<file path="config.mk">
export PLATFORM = sky130hd
export DESIGN_NAME = arm_branch_predictor
export DESIGN_NICKNAME = d
export VERILOG_FILES = /design/src/rtl/bp_pkg.sv /design/src/rtl/bp_pht.sv /design/src/rtl/arm_branch_predictor.sv
export SDC_FILE = /design/constraint.sdc
export NUM_CORES = 2
export LEC_CHECK = 0
export ABC_CLOCK_PERIOD_IN_PS = 7100
export CAP_MARGIN = 20
export CORE_UTILIZATION = 62
export DETAILED_ROUTE_END_ITERATION = 10
export GPL_ROUTABILITY_DRIVEN = 1
export PLACE_DENSITY = 0.8
export REMOVE_ABC_BUFFERS = 1
export SYNTH_ARGS = -nofsm -noshare
export SYNTH_HDL_FRONTEND = slang
export SYNTH_HIERARCHICAL = 1
export SYNTH_SLANG_ARGS = --single-unit
</file>
<file path="constraint.sdc">
create_clock -name clk -period 7.1 [get_ports clk]
set_clock_uncertainty 0.2 [all_clocks]
set_input_delay 1.065 -clock clk [delete_from_list [all_inputs] [get_ports clk]]
set_output_delay 1.065 -clock clk [all_outputs]
set_load 0.02 [all_outputs]
</file>
<file path="src/rtl/bp_pkg.sv">
// Shared definitions for the ARM branch predictor.
// Contents:
//   bp_mode_t   - PHT indexing mode (bimodal or gshare)
//   sat_inc     - saturating increment for a counter of a given width
//   sat_dec     - saturating decrement to zero
//   ctr_weak_nt - weakly-not-taken encoding for a counter of a given width
//   CTR_WEAK_NT - weakly-not-taken value for the default 2-bit counter
package bp_pkg;

   typedef enum logic [0:0] {
      BP_BIMODAL = 1'b0,
      BP_GSHARE  = 1'b1
   } bp_mode_t;

   localparam logic [1:0] CTR_WEAK_NT = 2'b01;

   // Counters are passed zero-extended to 32 bits; the caller truncates the result.
   function automatic logic [31:0] ctr_max(input int unsigned width);
      logic [31:0] v_max;
      if (width >= 32) v_max = '1;
      else             v_max = (32'd1 << width) - 32'd1;
      return v_max;
   endfunction

   function automatic logic [31:0] sat_inc(input logic [31:0] value, input int unsigned width);
      logic [31:0] v_res;
      if (value >= ctr_max(width)) v_res = ctr_max(width);
      else                         v_res = value + 32'd1;
      return v_res;
   endfunction

   function automatic logic [31:0] sat_dec(input logic [31:0] value, input int unsigned width);
      logic [31:0] v_res;
      if (value == 32'd0) v_res = 32'd0;
      else                v_res = value - 32'd1;
      return v_res;
   endfunction

   function automatic logic [31:0] ctr_weak_nt(input int unsigned width);
      return (32'd1 << (width - 1)) - 32'd1;
   endfunction

endpackage

</file>
<file path="src/rtl/bp_pht.sv">
// Pattern history table: array of saturating counters.
// Ports:
//   clk, reset    - clock, asynchronous active-high reset
//   i_rd_idx      - combinational read index
//   o_rd_ctr      - counter value at i_rd_idx (registered state, no bypass)
//   i_wr_en       - apply a training update this edge
//   i_wr_idx      - counter to train
//   i_wr_taken    - 1: saturating increment, 0: saturating decrement
//   i_clr         - synchronous clear of all counters to weakly-not-taken (beats i_wr_en)
module bp_pht
   import bp_pkg::*;
#(
   parameter int unsigned ENTRIES  = 64,
   parameter int unsigned CTR_BITS = 2,
   localparam int unsigned IDX     = $clog2(ENTRIES)
) (
   input  logic                clk,
   input  logic                reset,
   input  logic [IDX-1:0]      i_rd_idx,
   output logic [CTR_BITS-1:0] o_rd_ctr,
   input  logic                i_wr_en,
   input  logic [IDX-1:0]      i_wr_idx,
   input  logic                i_wr_taken,
   input  logic                i_clr
);

   localparam logic [CTR_BITS-1:0] WEAK_NT = CTR_BITS'(ctr_weak_nt(CTR_BITS));

   logic [CTR_BITS-1:0] r_ctr [ENTRIES];
   logic [CTR_BITS-1:0] w_ctr_next;

   always_comb begin
      o_rd_ctr = r_ctr[i_rd_idx];
   end

   always_comb begin
      w_ctr_next = r_ctr[i_wr_idx];
      if (i_wr_taken) w_ctr_next = CTR_BITS'(sat_inc(32'(r_ctr[i_wr_idx]), CTR_BITS));
      else            w_ctr_next = CTR_BITS'(sat_dec(32'(r_ctr[i_wr_idx]), CTR_BITS));
   end

   always_ff @(posedge clk or posedge reset) begin
      if (reset) begin
         for (int i = 0; i < int'(ENTRIES); i++) r_ctr[i] <= WEAK_NT;
      end else if (i_clr) begin
         for (int i = 0; i < int'(ENTRIES); i++) r_ctr[i] <= WEAK_NT;
      end else if (i_wr_en) begin
         r_ctr[i_wr_idx] <= w_ctr_next;
      end
   end

endmodule

</file>
<file path="src/rtl/arm_branch_predictor.sv">
// Dynamic branch predictor for the 5-stage ARM pipeline: direct-mapped BTB plus a PHT of
// saturating counters, bimodal (MODE 0) or gshare (MODE 1) indexed.
// Ports:
//   clk, reset                 - clock, asynchronous active-high reset
//   lookup_pc                  - fetch PC; pred_hit/pred_taken/pred_target answer it combinationally
//   upd_valid, upd_pc,
//   upd_taken, upd_target      - branch resolved in Execute (training)
//   upd_pred_taken,
//   upd_pred_target            - prediction that travelled with the branch
//   upd_mispredict             - combinational mispredict flag for the resolving branch
//   inv_all                    - synchronous invalidate of BTB, PHT and history
//   stat_branches,
//   stat_mispredicts           - saturating event counters, cleared only by reset
module arm_branch_predictor
   import bp_pkg::*;
#(
   parameter int unsigned ENTRIES   = 64,
   parameter int unsigned CTR_BITS  = 2,
   parameter int unsigned HIST_BITS = 6,
   parameter int unsigned MODE      = 0,
   parameter int unsigned PC_WIDTH  = 32
) (
   input  logic                clk,
   input  logic                reset,
   input  logic [PC_WIDTH-1:0] lookup_pc,
   output logic                pred_hit,
   output logic                pred_taken,
   output logic [PC_WIDTH-1:0] pred_target,
   input  logic                upd_valid,
   input  logic [PC_WIDTH-1:0] upd_pc,
   input  logic                upd_taken,
   input  logic [PC_WIDTH-1:0] upd_target,
   input  logic                upd_pred_taken,
   input  logic [PC_WIDTH-1:0] upd_pred_target,
   output logic                upd_mispredict,
   input  logic                inv_all,
   output logic [31:0]         stat_branches,
   output logic [31:0]         stat_mispredicts
);

   localparam int unsigned IDX   = $clog2(ENTRIES);
   localparam int unsigned TAG_W = PC_WIDTH - IDX - 2;
   localparam bit GSHARE         = (MODE == int'(BP_GSHARE));

   // BTB storage; only the valid bits need reset
   logic [ENTRIES-1:0]  r_btb_valid;
   logic [TAG_W-1:0]    r_btb_tag [ENTRIES];
   logic [PC_WIDTH-1:0] r_btb_tgt [ENTRIES];
   logic [HIST_BITS-1:0] r_ghr;
   logic [31:0]          r_stat_br;
   logic [31:0]          r_stat_mp;

   logic [IDX-1:0]       w_lk_bi;
   logic [TAG_W-1:0]     w_lk_tag;
   logic [IDX-1:0]       w_up_bi;
   logic [TAG_W-1:0]     w_up_tag;
   logic [IDX-1:0]       w_ghr_ext;
   logic [IDX-1:0]       w_lk_pht_idx;
   logic [IDX-1:0]       w_up_pht_idx;
   logic [CTR_BITS-1:0]  w_lk_ctr;
   logic                 w_hit;
   logic                 w_train;
   logic [HIST_BITS-1:0] w_ghr_shift;
   logic                 w_unused_pc_lsbs;

   assign w_lk_bi  = lookup_pc[IDX+1:2];
   assign w_lk_tag = lookup_pc[PC_WIDTH-1:IDX+2];
   assign w_up_bi  = upd_pc[IDX+1:2];
   assign w_up_tag = upd_pc[PC_WIDTH-1:IDX+2];
   assign w_unused_pc_lsbs = ^{lookup_pc[1:0], upd_pc[1:0]};

   assign w_ghr_ext    = GSHARE ? IDX'(r_ghr) : '0;
   assign w_lk_pht_idx = w_lk_bi ^ w_ghr_ext;
   assign w_up_pht_idx = w_up_bi ^ w_ghr_ext;

   // inv_all wins over a same-cycle training write
   assign w_train = upd_valid & ~inv_all;

   generate
      if (HIST_BITS == 1) begin : g_hist1
         assign w_ghr_shift = upd_taken;
      end else begin : g_histn
         assign w_ghr_shift = {r_ghr[HIST_BITS-2:0], upd_taken};
      end
   endgenerate

   bp_pht #(
      .ENTRIES  (ENTRIES),
      .CTR_BITS (CTR_BITS)
   ) u_pht (
      .clk        (clk),
      .reset      (reset),
      .i_rd_idx   (w_lk_pht_idx),
      .o_rd_ctr   (w_lk_ctr),
      .i_wr_en    (w_train),
      .i_wr_idx   (w_up_pht_idx),
      .i_wr_taken (upd_taken),
      .i_clr      (inv_all)
   );

   // Lookup: no bypass from a same-cycle update
   always_comb begin
      w_hit       = r_btb_valid[w_lk_bi] && (r_btb_tag[w_lk_bi] == w_lk_tag);
      pred_hit    = w_hit;
      pred_taken  = w_hit & w_lk_ctr[CTR_BITS-1];
      pred_target = w_hit ? r_btb_tgt[w_lk_bi] : '0;
   end

   always_comb begin
      upd_mispredict = upd_valid &
                       ((upd_taken != upd_pred_taken) |
                        (upd_taken & upd_pred_taken & (upd_target != upd_pred_target)));
   end

   always_ff @(posedge clk or posedge reset) begin
      if (reset) begin
         r_btb_valid <= '0;
      end else if (inv_all) begin
         r_btb_valid <= '0;
      end else if (w_train && upd_taken) begin
         r_btb_valid[w_up_bi] <= 1'b1;
      end
   end

   // Allocate on taken only; an alias at the same index is simply overwritten
   always_ff @(posedge clk) begin
      if (w_train && upd_taken) begin
         r_btb_tag[w_up_bi] <= w_up_tag;
         r_btb_tgt[w_up_bi] <= upd_target;
      end
   end

   always_ff @(posedge clk or posedge reset) begin
      if (reset) begin
         r_ghr <= '0;
      end else if (inv_all) begin
         r_ghr <= '0;
      end else if (w_train && GSHARE) begin
         r_ghr <= w_ghr_shift;
      end
   end

   // Stats count every resolved branch, including one dropped by inv_all
   always_ff @(posedge clk or posedge reset) begin
      if (reset) begin
         r_stat_br <= '0;
         r_stat_mp <= '0;
      end else begin
         if (upd_valid && (r_stat_br != 32'hFFFF_FFFF))      r_stat_br <= r_stat_br + 32'd1;
         if (upd_mispredict && (r_stat_mp != 32'hFFFF_FFFF)) r_stat_mp <= r_stat_mp + 32'd1;
      end
   end

   assign stat_branches    = r_stat_br;
   assign stat_mispredicts = r_stat_mp;

endmodule

</file>
======== Yosys cells after proc, flatten, opt, wreduce, memory -nomap -nowiden ========
Memory sizes are Yosys's and may differ from the RTL's.
Cells that the tools add are included.
operators by class
  add/sub/neg operators ................... 4
  multiply operators ...................... 0
  divide/modulo/power cells ............... 0
  magnitude comparators ................... 7
  equality and inequality tests ........... 5
  shift-type cells ........................ 0
  muxes and demuxes ....................... 24
  bitwise logic cells ..................... 10
  reductions and logical operators ........ 9
operators by type and width
  kind                                                                                  number
  128-bit 2-to-1 mux                                                                    2
  128-bit bitwise mux                                                                   1
  64-bit 2-to-1 mux                                                                     2
  32-bit by 1-bit adder with 32-bit output (second input constant)                      2
  32-bit 2-to-1 mux                                                                     2
  32-bit != test (second input constant)                                                2
  64-bit bitwise OR                                                                     1
  2-bit by 32-bit greater-or-equal comparator with 1-bit output                         1
  32-bit != test                                                                        1
  2-bit binary-select mux with 6-bit select                                             2
  24-bit equality test                                                                  1
  2-bit 2-to-1 mux                                                                      8
  7-bit greater-or-equal comparator (second input constant)                             2
  6-bit by 7-bit less-than comparator with 1-bit output (second input constant)         2
  6-bit NOT with 7-bit output                                                           2
  2-bit demux with 6-bit select                                                         1
  7-bit by 1-bit less-than comparator with 1-bit output (second input constant)         1
  1-bit binary-select mux with 6-bit select                                             1
  1-bit demux with 6-bit select                                                         1
  6-bit by 1-bit greater-or-equal comparator with 1-bit output (second input constant)  1
  1-bit logical AND                                                                     6
  1-bit bitwise AND                                                                     5
  1-bit 2-to-1 mux                                                                      4
  2-bit nonzero test                                                                    2
  other kinds (6)                                                                       6
word-level totals
  register bits ........................... 256
  bits in latches ......................... 0
  RAM bits ................................ 3584
  bits in read-only memories .............. 0
  input port bits ......................... 134
  memories kept ........................... 2
memories
  memory     depth  width  rd ports  clocked after memory_dff  write ports  line                        RTL
  r_btb_tgt  64     32     1         0                         1            arm_branch_predictor.sv:48  logic [PC_WIDTH-1:0] r_btb_tgt [ENTRIES];
  r_btb_tag  64     24     1         0                         1            arm_branch_predictor.sv:47  logic [TAG_W-1:0] r_btb_tag [ENTRIES];

======== Depth between registers and ports, before layout ========
  depth after elaboration ................. 10
  gate-level depth with buffers ........... 17

======== Modules after synthesis ========
The synthesis kept the hierarchy.
modules (own cells, without submodules)
  module                times used  cells an instance  area each (µm²)
  arm_branch_predictor  1           6318               143664.0
  bp_pht                1           699                7538.5

======== Least setup slack after synthesis ========
Ideal clock, no wire load.
  kind .................................... input port to output port
  start point ............................. input lookup_pc[3]
  end point ............................... output pred_target[10]
  arrival ................................. 4374 ps
  setup slack ............................. 1461 ps
  cell stages on the path ................. 14
  buffers on the path ..................... 8
  cells stage by stage .................... buf_6 > buf_4 > buf_2 > buf_2 > buf_4 > buf_2 > clkbuf_1 > mux4_2 > a22o_1 > nor3_1 > xor2_1 > nand3_2 > buf_4 > nor4_2
between the ends
  longest elaborated chain between the ends .. 4
ends and longest elaborated chain
  element                                                                          line                         RTL
  start: declaration                                                               arm_branch_predictor.sv:25   input logic [PC_WIDTH-1:0] lookup_pc,
  memory 64 x 24 bit or 1-bit binary-select mux with 6-bit select (tied branches)  -
  24-bit equality test or 1-bit 2-to-1 mux (tied branches)                         arm_branch_predictor.sv:103  w_hit = r_btb_valid[w_lk_bi] && (r_btb_tag[w_lk_bi] == w_lk_tag);
  1-bit logical AND                                                                arm_branch_predictor.sv:103
  32-bit 2-to-1 mux (*)                                                            arm_branch_predictor.sv:106  pred_target = w_hit ? r_btb_tgt[w_lk_bi] : '0;
  end: declaration                                                                 arm_branch_predictor.sv:28   output logic [PC_WIDTH-1:0] pred_target,
Mark *: on every way between the ends. The rest lies on a longest branch, timed or not. The select of a mux whose other input is x is not followed.

======== Final worst setup path ========
  start point ............................. input lookup_pc[5]
  end point ............................... output pred_target[12]
Same word-level chain as after synthesis.

==> run metrics <==
Port Buffer Count=approximately 230; layout cells sized above 1=0.282; Cell Rows=180; RR Startpoint=u_pht/r_ctr[96]$_DFFE_PP1P_; violated checks=DRC, setup timing; synthesized cell area=between 0.15 and 0.2 mm^2; worst setup margin=-128 ps; Clock transition at path regs=60 ps; Final Hold Vio Count=0; HP Start=upd_target[0]; Initial Util=0.625; f_max=between 0.1 and 0.15 GHz; Mapped Cells=approximately 7,000; Pleak=between 50 and 60 nW; vias per cell=7.67; path category of the worst min-delay check=in -> reg; slowest CP cell=nand3_1; CP dominant cell by count=buf_4; CP endpoint=pred_target[12]; filler instances=about 13,000; busiest grt layer=met2; DR WL/cell=about 43 um; Worst setup SP type=input port; routability-driven placement congestion ratio=about 0.85; VDD IR max=between 0.2 and 0.25 mV; met1 GRT Util=0.495; Setup Crit Path Kind=in -> out; area grow syn2layout=13.4%; pin count of the biggest net entering global routing=roughly 110; Ys Warns=6; Mean Syn Cell Area=21.5 um^2; CP max FO=22; TNS Setup=-784 ps; Root Driver=clkbuf_16; CP Cell Sequence=clkbuf_8 > buf_4 > nand3_1 > o211ai_1 > nor3_1 > xor2_1 > o2111ai_1 > or4_4 > buf_4 > nor4_4 > clkdlybuf4s50_1; initial antenna violation count=27; R2R Path End=u_pht/r_ctr[114]$_DFFE_PP1P_; CP delay by family, top=simple AND/OR/NAND/NOR gates; Tot Pwr=about 47 mW; Vias=between 80,000 and 90,000; H-tree lvl count=5; met2 Usage GRT=0.585; R2R depth=8; placed cell areas=between 0.15 and 0.2 mm^2; status=complete, but fails checks; dpl ws=about 150 ps; max_cap viols=0; endpoint type of the worst setup path=output port; Final Max Slew Viols=0; Worst-Skew Late Latency=between 900 and 1000 ps; critical path depth in cells=11; full die area=between 0.2 and 0.25 mm^2; final WL=~470,000 um; TritonCTS buffer count=378; slew of the pin with the lowest slew margin=1340 ps; Max clock buf depth=4; CP required=roughly 5800 ps; final core utilization=0.709; critical path's largest stage delay=between 700 and 800 ps; Routed Antenna Nets=0; CP Data Arrival Time=5960 ps; TritonCTS Sinks=~3,800; flop2flop setup slack=about 3500 ps; Layout Nets=7,697; Crit. Startpoint=lookup_pc[5]; drt drc=1; initial DRC count=around 16,000; global-route wire length before repair=647,000 um; final period utilization=1.02; Ports=233; CTS tree=done; drt pass-1 iters=10; crit path buf inv count=4; die height=between 400 and 500 um; slew margin rel.=0.109; Core Region=between 0.2 and 0.25 mm^2; Design Area, Final=about 0.17 mm^2; Final min period=slightly above 7000 ps; Die Wd=about 500 um; final setup violation count=13; GR Util All Layers=0.388; vias in the first global route=between 80,000 and 90,000; DP Wirelength=approximately 230,000 um; GR Overflow Total=0; grt met3 use=0.129; power density over the cells=roughly 280 mW/mm^2
## per-layer routing
| layer | part of all wire | up-vias |
|---|---|---|
| li1 | - | 30400 |
| met1 | 0.31 | 43000 |
| met2 | 0.46 | 9268 |
| met3 | 0.16 | 2066 |
| met4 | 0.074 | 20 |
| met5 | 0.00053 | - |
## area by class of cell
cell class / instances / area, um^2 / share of cell area
Clock buffer: 474 / 10100 / 0.0588
Timing Repair Buffer: 593 / 5840 / 0.0341
Clock inverter: 194 / 1850 / 0.0108
Antenna cell: 20 / 50.0 / 0.000293
Inverter: 70 / 272 / 0.00159
Multi-Input combinational cell: 2677 / 34800 / 0.204
Tap cell: 3185 / 3990 / 0.0233
Sequential cell: 3840 / 114000 / 0.667
## per-stage QoR
stage	std cells	hold WS [ps]
after global routing	11000	249
after global placement	10400	273
after detailed placement	10400	283
final	11100	275
after floorplan	6587	261
after CTS	11000	297
## worst register-to-register path, stage by stage, from the launching register on
cell,delay [ps]
dfstp_2,360
mux4_2,470
and3_1,190
a31oi_1,270
o2111ai_1,180
or4_1,570
maj3_2,540
buf_4,390
o211ai_1,300
## state kept, by name, indices dropped and copies added (netlist names)
signal / cells
stat_mispredicts: 32
r_btb_tgt: 2048
u_pht/r_ctr: 128
stat_branches: 32
r_btb_tag: 1536
r_btb_valid: 64
## report_power, final
part | switching [mW] | total, mW | internal [mW]
combinational | 1.63 | 2.64 | 1.01
sequential | 0.0731 | 24.9 | 24.8
clock | 8.70 | 19.9 | 11.2
## worst min-delay path by stage
| stage | end | slack [ps] | cells after the start |
|---|---|---|---|
| floorplan | r_btb_valid[10]$_DFFE_PP0P_ | 260 | 2 |
| global placement | r_btb_valid[31]$_DFFE_PP0P_ | 270 | 2 |
| detailed placement | stat_branches[29]$_DFFE_PP0P_ | 280 | 1 |
| CTS | stat_branches[15]$_DFFE_PP0P_ | 300 | 1 |
| global route | r_btb_tgt[46][0]$_DFFE_PP_ | 250 | 1 |
| finish | r_btb_tgt[46][0]$_DFFE_PP_ | 280 | 1 |
## cell usage in the layout, fill, tap and decap left out, types with 29 or more instances in the layout
cell type	instances
xor2_1	31
nor2_4	64
o22ai_1	73
nor4_2	34
dfstp_2	64
buf_12	78
o21ai_1	44
clkbuf_1	79
nand3_1	147
mux2i_1	249
clkinv_1	78
xnor2_1	85
clkbuf_16	386
a21oi_1	85
mux2_2	36
o211ai_1	29
nand2_1	240
a22oi_1	80
mux4_2	1023
inv_1	63
clkdlybuf4s50_1	157
clkinv_2	64
o31ai_1	67
bufinv_16	34
o21ai_0	33
dfrtp_1	192
edfxtp_1	3584
buf_4	292
buf_2	56
nor2_1	84
## what timing repair did
item                       CTS  global route
hold endpoints to repair     0             0
resized for setup            1             6
cloned                       0             1
setup endpoints to repair    1             4
buffers inserted             0             2
hold buffers                 0             0
No activity file was read; power rests on OpenSTA's default activity.
